`src/rtl/fc_pkg.sv`:
```
// Shared constants and the buffered group type used by the FC core and its output requantizer.
package fc_pkg;
    localparam int ACC_W   = 44;
    localparam int ACT_W   = 4;
    localparam int ACT_MAX = 15;
    localparam int N_LANES = 4;

    typedef logic [ACT_W-1:0] act_t;

    typedef struct packed {
        logic [1:0]              layer;
        act_t [N_LANES-1:0]      act;
    } fc_group_t;
endpackage

```
`src/rtl/fc_requant_lane.sv`:
```
// Single-lane requantizer: ReLU, arithmetic right shift, clamp to the activation range.
module fc_requant_lane
    import fc_pkg::*;
#(
    parameter int ACC_W = fc_pkg::ACC_W,
    parameter int SH_W  = $clog2(fc_pkg::ACC_W)
) (
    input  logic signed [ACC_W-1:0] acc,
    input  logic        [SH_W-1:0]  shift,
    output act_t                    act
);

    function automatic act_t relu_shift_sat(input logic signed [ACC_W-1:0] v,
                                            input logic [SH_W-1:0] sh);
        logic [ACC_W-1:0] t;
        t = v >>> sh;
        if (v[ACC_W-1]) return '0;
        if (t > ACC_W'(ACT_MAX)) return act_t'(ACT_MAX);
        return act_t'(t);
    endfunction

    assign act = relu_shift_sat(acc, shift);

endmodule

```
`src/rtl/fc_out_requant.sv`:
```
// Requantizes FC accumulator groups into 4-bit activations and streams them from a two-group FIFO.
module fc_out_requant
    import fc_pkg::*;
#(
    parameter int ACC_W  = fc_pkg::ACC_W,
    parameter int ACT_W  = fc_pkg::ACT_W,
    parameter int SHIFT0 = 6,
    parameter int SHIFT1 = 6,
    parameter int SHIFT2 = 6,
    parameter int SHIFT3 = 0
) (
    input  logic                    clk,
    input  logic                    rst_fsm,
    input  logic                    acc_valid,
    input  logic        [1:0]       layer_fc,
    input  logic signed [ACC_W-1:0] o_data1,
    input  logic signed [ACC_W-1:0] o_data2,
    input  logic signed [ACC_W-1:0] o_data3,
    input  logic signed [ACC_W-1:0] o_data4,
    output logic        [ACT_W-1:0] out_data,
    output logic                    out_valid,
    input  logic                    out_ready,
    output logic                    out_last,
    output logic        [1:0]       out_layer,
    output logic                    overflow,
    output logic                    busy
);

    localparam int SH_W = $clog2(ACC_W);

    typedef enum logic {S_IDLE, S_STREAM} state_e;

    state_e                  state_q, state_d;
    logic                    wp_q, wp_d;
    logic                    rp_q, rp_d;
    logic [1:0]              count_q, count_d;
    logic [1:0]              beat_q, beat_d;
    logic                    overflow_q, overflow_d;
    fc_group_t               mem_q [2];
    fc_group_t               entry_d;
    fc_group_t               head;

    logic signed [ACC_W-1:0] acc_lane [N_LANES];
    act_t                    lane_act [N_LANES];
    logic [SH_W-1:0]         shift_sel;

    logic                    hs;
    logic                    last_hs;
    logic                    space;
    logic                    cap;

    assign acc_lane[0] = o_data1;
    assign acc_lane[1] = o_data2;
    assign acc_lane[2] = o_data3;
    assign acc_lane[3] = o_data4;

    always_comb begin
        shift_sel = SH_W'(SHIFT0);
        case (layer_fc)
            2'd1:    shift_sel = SH_W'(SHIFT1);
            2'd2:    shift_sel = SH_W'(SHIFT2);
            2'd3:    shift_sel = SH_W'(SHIFT3);
            default: shift_sel = SH_W'(SHIFT0);
        endcase
    end

    for (genvar i = 0; i < N_LANES; i++) begin : g_lane
        fc_requant_lane #(.ACC_W(ACC_W), .SH_W(SH_W)) u_lane (
            .acc   (acc_lane[i]),
            .shift (shift_sel),
            .act   (lane_act[i])
        );
    end

    always_comb begin
        entry_d.layer = layer_fc;
        for (int i = 0; i < N_LANES; i++) entry_d.act[i] = lane_act[i];
    end

    // A full buffer can still accept a group when its head drains on this very edge.
    always_comb begin
        hs         = (state_q == S_STREAM) && out_ready;
        last_hs    = hs && (beat_q == 2'd3);
        space      = (count_q != 2'd2) || last_hs;
        cap        = acc_valid && space;

        beat_d     = hs ? beat_q + 2'd1 : beat_q;
        rp_d       = last_hs ? ~rp_q : rp_q;
        wp_d       = cap ? ~wp_q : wp_q;
        overflow_d = overflow_q || (acc_valid && !space);

        count_d = count_q;
        if (cap && !last_hs)      count_d = count_q + 2'd1;
        else if (!cap && last_hs) count_d = count_q - 2'd1;

        state_d = (count_d == 2'd0) ? S_IDLE : S_STREAM;
    end

    always_ff @(posedge clk or negedge rst_fsm) begin
        if (!rst_fsm) begin
            state_q    <= S_IDLE;
            wp_q       <= 1'b0;
            rp_q       <= 1'b0;
            count_q    <= 2'd0;
            beat_q     <= 2'd0;
            overflow_q <= 1'b0;
        end else begin
            state_q    <= state_d;
            wp_q       <= wp_d;
            rp_q       <= rp_d;
            count_q    <= count_d;
            beat_q     <= beat_d;
            overflow_q <= overflow_d;
        end
    end

    // Payload storage carries no reset; outputs are masked by out_valid instead.
    always_ff @(posedge clk) begin
        if (cap) mem_q[wp_q] <= entry_d;
    end

    assign head      = mem_q[rp_q];
    assign out_valid = (state_q == S_STREAM);
    assign out_data  = out_valid ? head.act[beat_q] : '0;
    assign out_last  = out_valid && (beat_q == 2'd3);
    assign out_layer = out_valid ? head.layer : 2'd0;
    assign overflow  = overflow_q;
    assign busy      = (count_q != 2'd0);

endmodule

```
`config.mk`:
```
export PLATFORM = sky130hd
export DESIGN_NAME = fc_out_requant
export DESIGN_NICKNAME = d
export VERILOG_FILES = /design/src/rtl/fc_pkg.sv /design/src/rtl/fc_requant_lane.sv /design/src/rtl/fc_out_requant.sv
export SDC_FILE = /design/constraint.sdc
export NUM_CORES = 1
export LEC_CHECK = 0
export BUFFER_PORTS_ARGS = -buffer_cell sky130_fd_sc_hd__buf_4
export CORE_ASPECT_RATIO = 1.2
export CORE_MARGIN = 4
export CORE_UTILIZATION = 43
export CTS_CLUSTER_SIZE = 20
export DETAILED_ROUTE_END_ITERATION = 10
export PLACE_DENSITY = 0.84
export SETUP_SLACK_MARGIN = 0.2
export SYNTH_ARGS = -nofsm -noshare
export SYNTH_HDL_FRONTEND = slang
export SYNTH_SLANG_ARGS = --single-unit
```
`constraint.sdc`:
```
create_clock -name clk -period 6.11 [get_ports clk]
set_input_delay 0.611 -clock clk [delete_from_list [all_inputs] [get_ports clk]]
set_output_delay 0.611 -clock clk [all_outputs]
set_load 0.05 [all_outputs]
```
==> results.yml <==
outcome:
  status: "finished clean"
pwr:
  powerDensity_mw_per_mm2: 307.7
  switching_power_uw: 460.2
  ir_drop_v: 0.0002241
  power_frac_comb_pct: 45.6
  p_leak_uw: 0.001821
  swShare_pct: 36.78
  seqPwrFrac_pct: 39.0
  power.internal_uw: 791.2
  clock_power_share_pct: 15.4
timing:
  tightestPinTransition_ns: 0.8533
  fin_crit_ns: 2.647
  tns_ns: 0
  slew_viol_final: 0
  finalCritPeriodShare_pct: 43.33
  hold_viol: 0
  timing.fmax_ghz: 0.3777
  setup_ws_ns: 3.463
  setup_viol: 0
  rsz0062_at_grt: "no"
  clock_skew_ns: 0.005403
  whs_ns: 0.1174
  relSlewSlack_pct: 43.11
route:
  drt_wl_total_um: 7749
  first_iter_violations: 119
  drc: 0
  vias_per_cell: 5.334
  first_pass_iters: 4
  ant_nets: 0
  avgRoutedWirePerCell_um: 17.03
  vias: 2427
place:
  hpwl_um: 6748
  gp_congestion: 0.9075
  io_buffers: 191
  post-place-ws_ns: 3.743
  dp_cells: 447
clock_network:
  numCtsBuffers: 5
  post_cts_resized: 0
  cts_tree: "built"
  clock-sinks: 44
  postCtsSetupBuffers: 0
  clkTransAtPathRegs_ns: 0.08
  ctsHoldBuffers: 0
  h-tree-depth: 2
  clock_tree.buffer_depth: 2
  root_buffer: "clkbuf_8"
  clk_latency_ns: 0.29
synthesis:
  synthTopCellsByArea: "edfxtp_1, mux2i_1, nor4_1"
  synth_fp_nets: 381
  yosysWarnings: 0
  synth_cell_types: 30
  synth.avg_cell_area_um2: 12.61
  synth_top_cell_by_area: "edfxtp_1"
  seq_area_frac_synth_pct: 51.85
  ys_ff_latch: 44
  synth_top_area_share_pct: 43.75
  syn-cell-area_mm2: 0.002471
  synthCells: 196
global_routing:
  grt_max_degree: 21
  grt_pass1_vias: 2711
  track_usage_pct: 22.36
  antenna_found_initial: 0
  grt-ovfl-total: 0
  grt_pass1_wl_um: 12500
worst_setup_path:
  worstSetupPathType: "register to output port"
  slowest_delay_ns: 0.75
  worst-r2r-setup-slack_ns: 3.84
  critPathRequiredTime_ns: 5.50
  cp_max_fo: 11
  worst_ep_arrival_time_ns: 2.04
  path_cells: "mux4_2 -> mux2i_1 -> nor2b_1 -> buf_4"
  cp-startpoint: "rp_q"
  crit_path_end_kind: "output port"
  start_kind: "register"
  crit_slowest_cell: "dfrtp_1"
  r2r-start: "beat_q[0]"
layout:
  syn_to_final_growth_pct: 64.61
  finish.net_count: 575
  final_cells: 455
  insertedDiodeCount: 0
  drive_above_1_share_pct: 55.50
die:
  fp.dieH_um: 91.04
  row_count: 30
  die_width_um: 77.20
  num_io_pins: 192
  die_area_mm2: 0.007028
  start_util_pct: 43.89
  core_area_mm2: 0.005630
flow_run:
  maxCapViolCount: 0
worst_hold_path:
  hold_class: "input port to async pin"
synth_stat cells:
cell type / n
edfxtp_1: 36
nor4_1: 34
mux2i_1: 22
a21oi_1: 21
nor2_1: 9
dfrtp_1: 8
mux4_2: 8
nand2_1: 8
nor2b_1: 6
nand3_1: 5
inv_1: 4
nand4_1: 4
xnor2_1: 4
ha_1: 3
nor4_2: 3
nor4_4: 3
and3_1: 2
buf_2: 2
buf_4: 2
clkbuf_1: 2
a31o_2: 1
and2_1: 1
and4b_1: 1
mux2_2: 1
o21a_1: 1
o21bai_1: 1
o221ai_1: 1
o31ai_2: 1
or2_1: 1
or2b_1: 1
cell usage in the layout, fill, tap and decap left out, types with 2 or more instances in the layout:
| cell | n |
|---|---|
| buf_4 | 193 |
| edfxtp_1 | 36 |
| nor4_1 | 34 |
| mux2i_1 | 22 |
| a21oi_1 | 21 |
| nor2_1 | 9 |
| nand2_1 | 8 |
| mux4_2 | 8 |
| dfrtp_1 | 8 |
| clkbuf_8 | 7 |
| nor2b_1 | 6 |
| nand3_1 | 5 |
| nand4_1 | 4 |
| inv_1 | 4 |
| xnor2_1 | 4 |
| nor4_4 | 3 |
| nor4_2 | 3 |
| ha_1 | 3 |
| and3_1 | 2 |
cells by family after synthesis:
logic type | share of synthesized area, %
flip-flops | 51.85
AND/OR/NAND/NOR | 20.56
multiplexers | 16.66
XOR/XNOR | 1.418
adder cells (fa/ha/maj) | 1.519
AO/OA/AOI/OAI | 6.076
buffers and inverters | 1.924
metal layers:
layer | routed length (um) | part of all wire (%) | up-vias | global-route usage (%)
li1 | - | - | 1182 | -
met1 | 2718 | 35 | 1102 | 24.84
met2 | 4328 | 56 | 127 | 41.71
met3 | 537 | 6.9 | 16 | 5.357
met4 | 165 | 2.1 | 0 | 6.528
met5 | 0 | 0 | - | 0
per-stage QoR:
step	utilization [%]	total power [uW]	instance area, um2
6_report	72.24	1251	4068
5_1_grt	72.24	1324	4068
4_1_cts	72.24	1264	4068
3_5_place_dp	70.47	1073	3968
3_3_place_gp	70.47	1052	3968
2_1_floorplan	-	859.0	2471
state kept, by name (all words and copies together) (netlist names):
signal and cells:
beat_q 2, count_q 2, mem_q 36, out_valid 1, overflow 1, rp_q 1, wp_q 1
worst max-delay path: cells and delay by family, from the launching register on:
| family | cells | cell delay, ns |
|---|---|---|
| multiplexers | 2 | 0.75 |
| buffers and inverters | 1 | 0.18 |
| AND/OR/NAND/NOR | 1 | 0.06 |
| flip-flops | 1 | 0.75 |
layout make-up:
cell class | instances | area [um2]
Timing Repair Buffer | 193 | 1449
Fill cell | 397 | 1563
Sequential cell | 44 | 1281
Inverter | 4 | 15.01
Tap cell | 64 | 80.08
Clock buffer | 8 | 100.1
Multi-Input combinational cell | 142 | 1142
power by group through the flow:
| stage | clock [uW] | combinational (uW) | sequential (uW) |
|---|---|---|---|
| floorplan | 0 | 404 | 455 |
| global placement | 0 | 560 | 491 |
| detailed placement | 0 | 576 | 496 |
| CTS | 198 | 577 | 489 |
| global route | 208 | 615 | 500 |
| finish | 192 | 571 | 488 |
worst paths after layout:
| kind | endpoint | cells past startpoint |
|---|---|---|
| max | out_data[2] | 4 |
| min | rp_q | 1 |
| max reg2reg | mem_q[1][5] | 4 |
| min reg2reg | overflow | 1 |
| max in group asynchronous | beat_q[0] | 1 |
| min in group clk | overflow | 1 |
(Power assumes the default switching activity.)
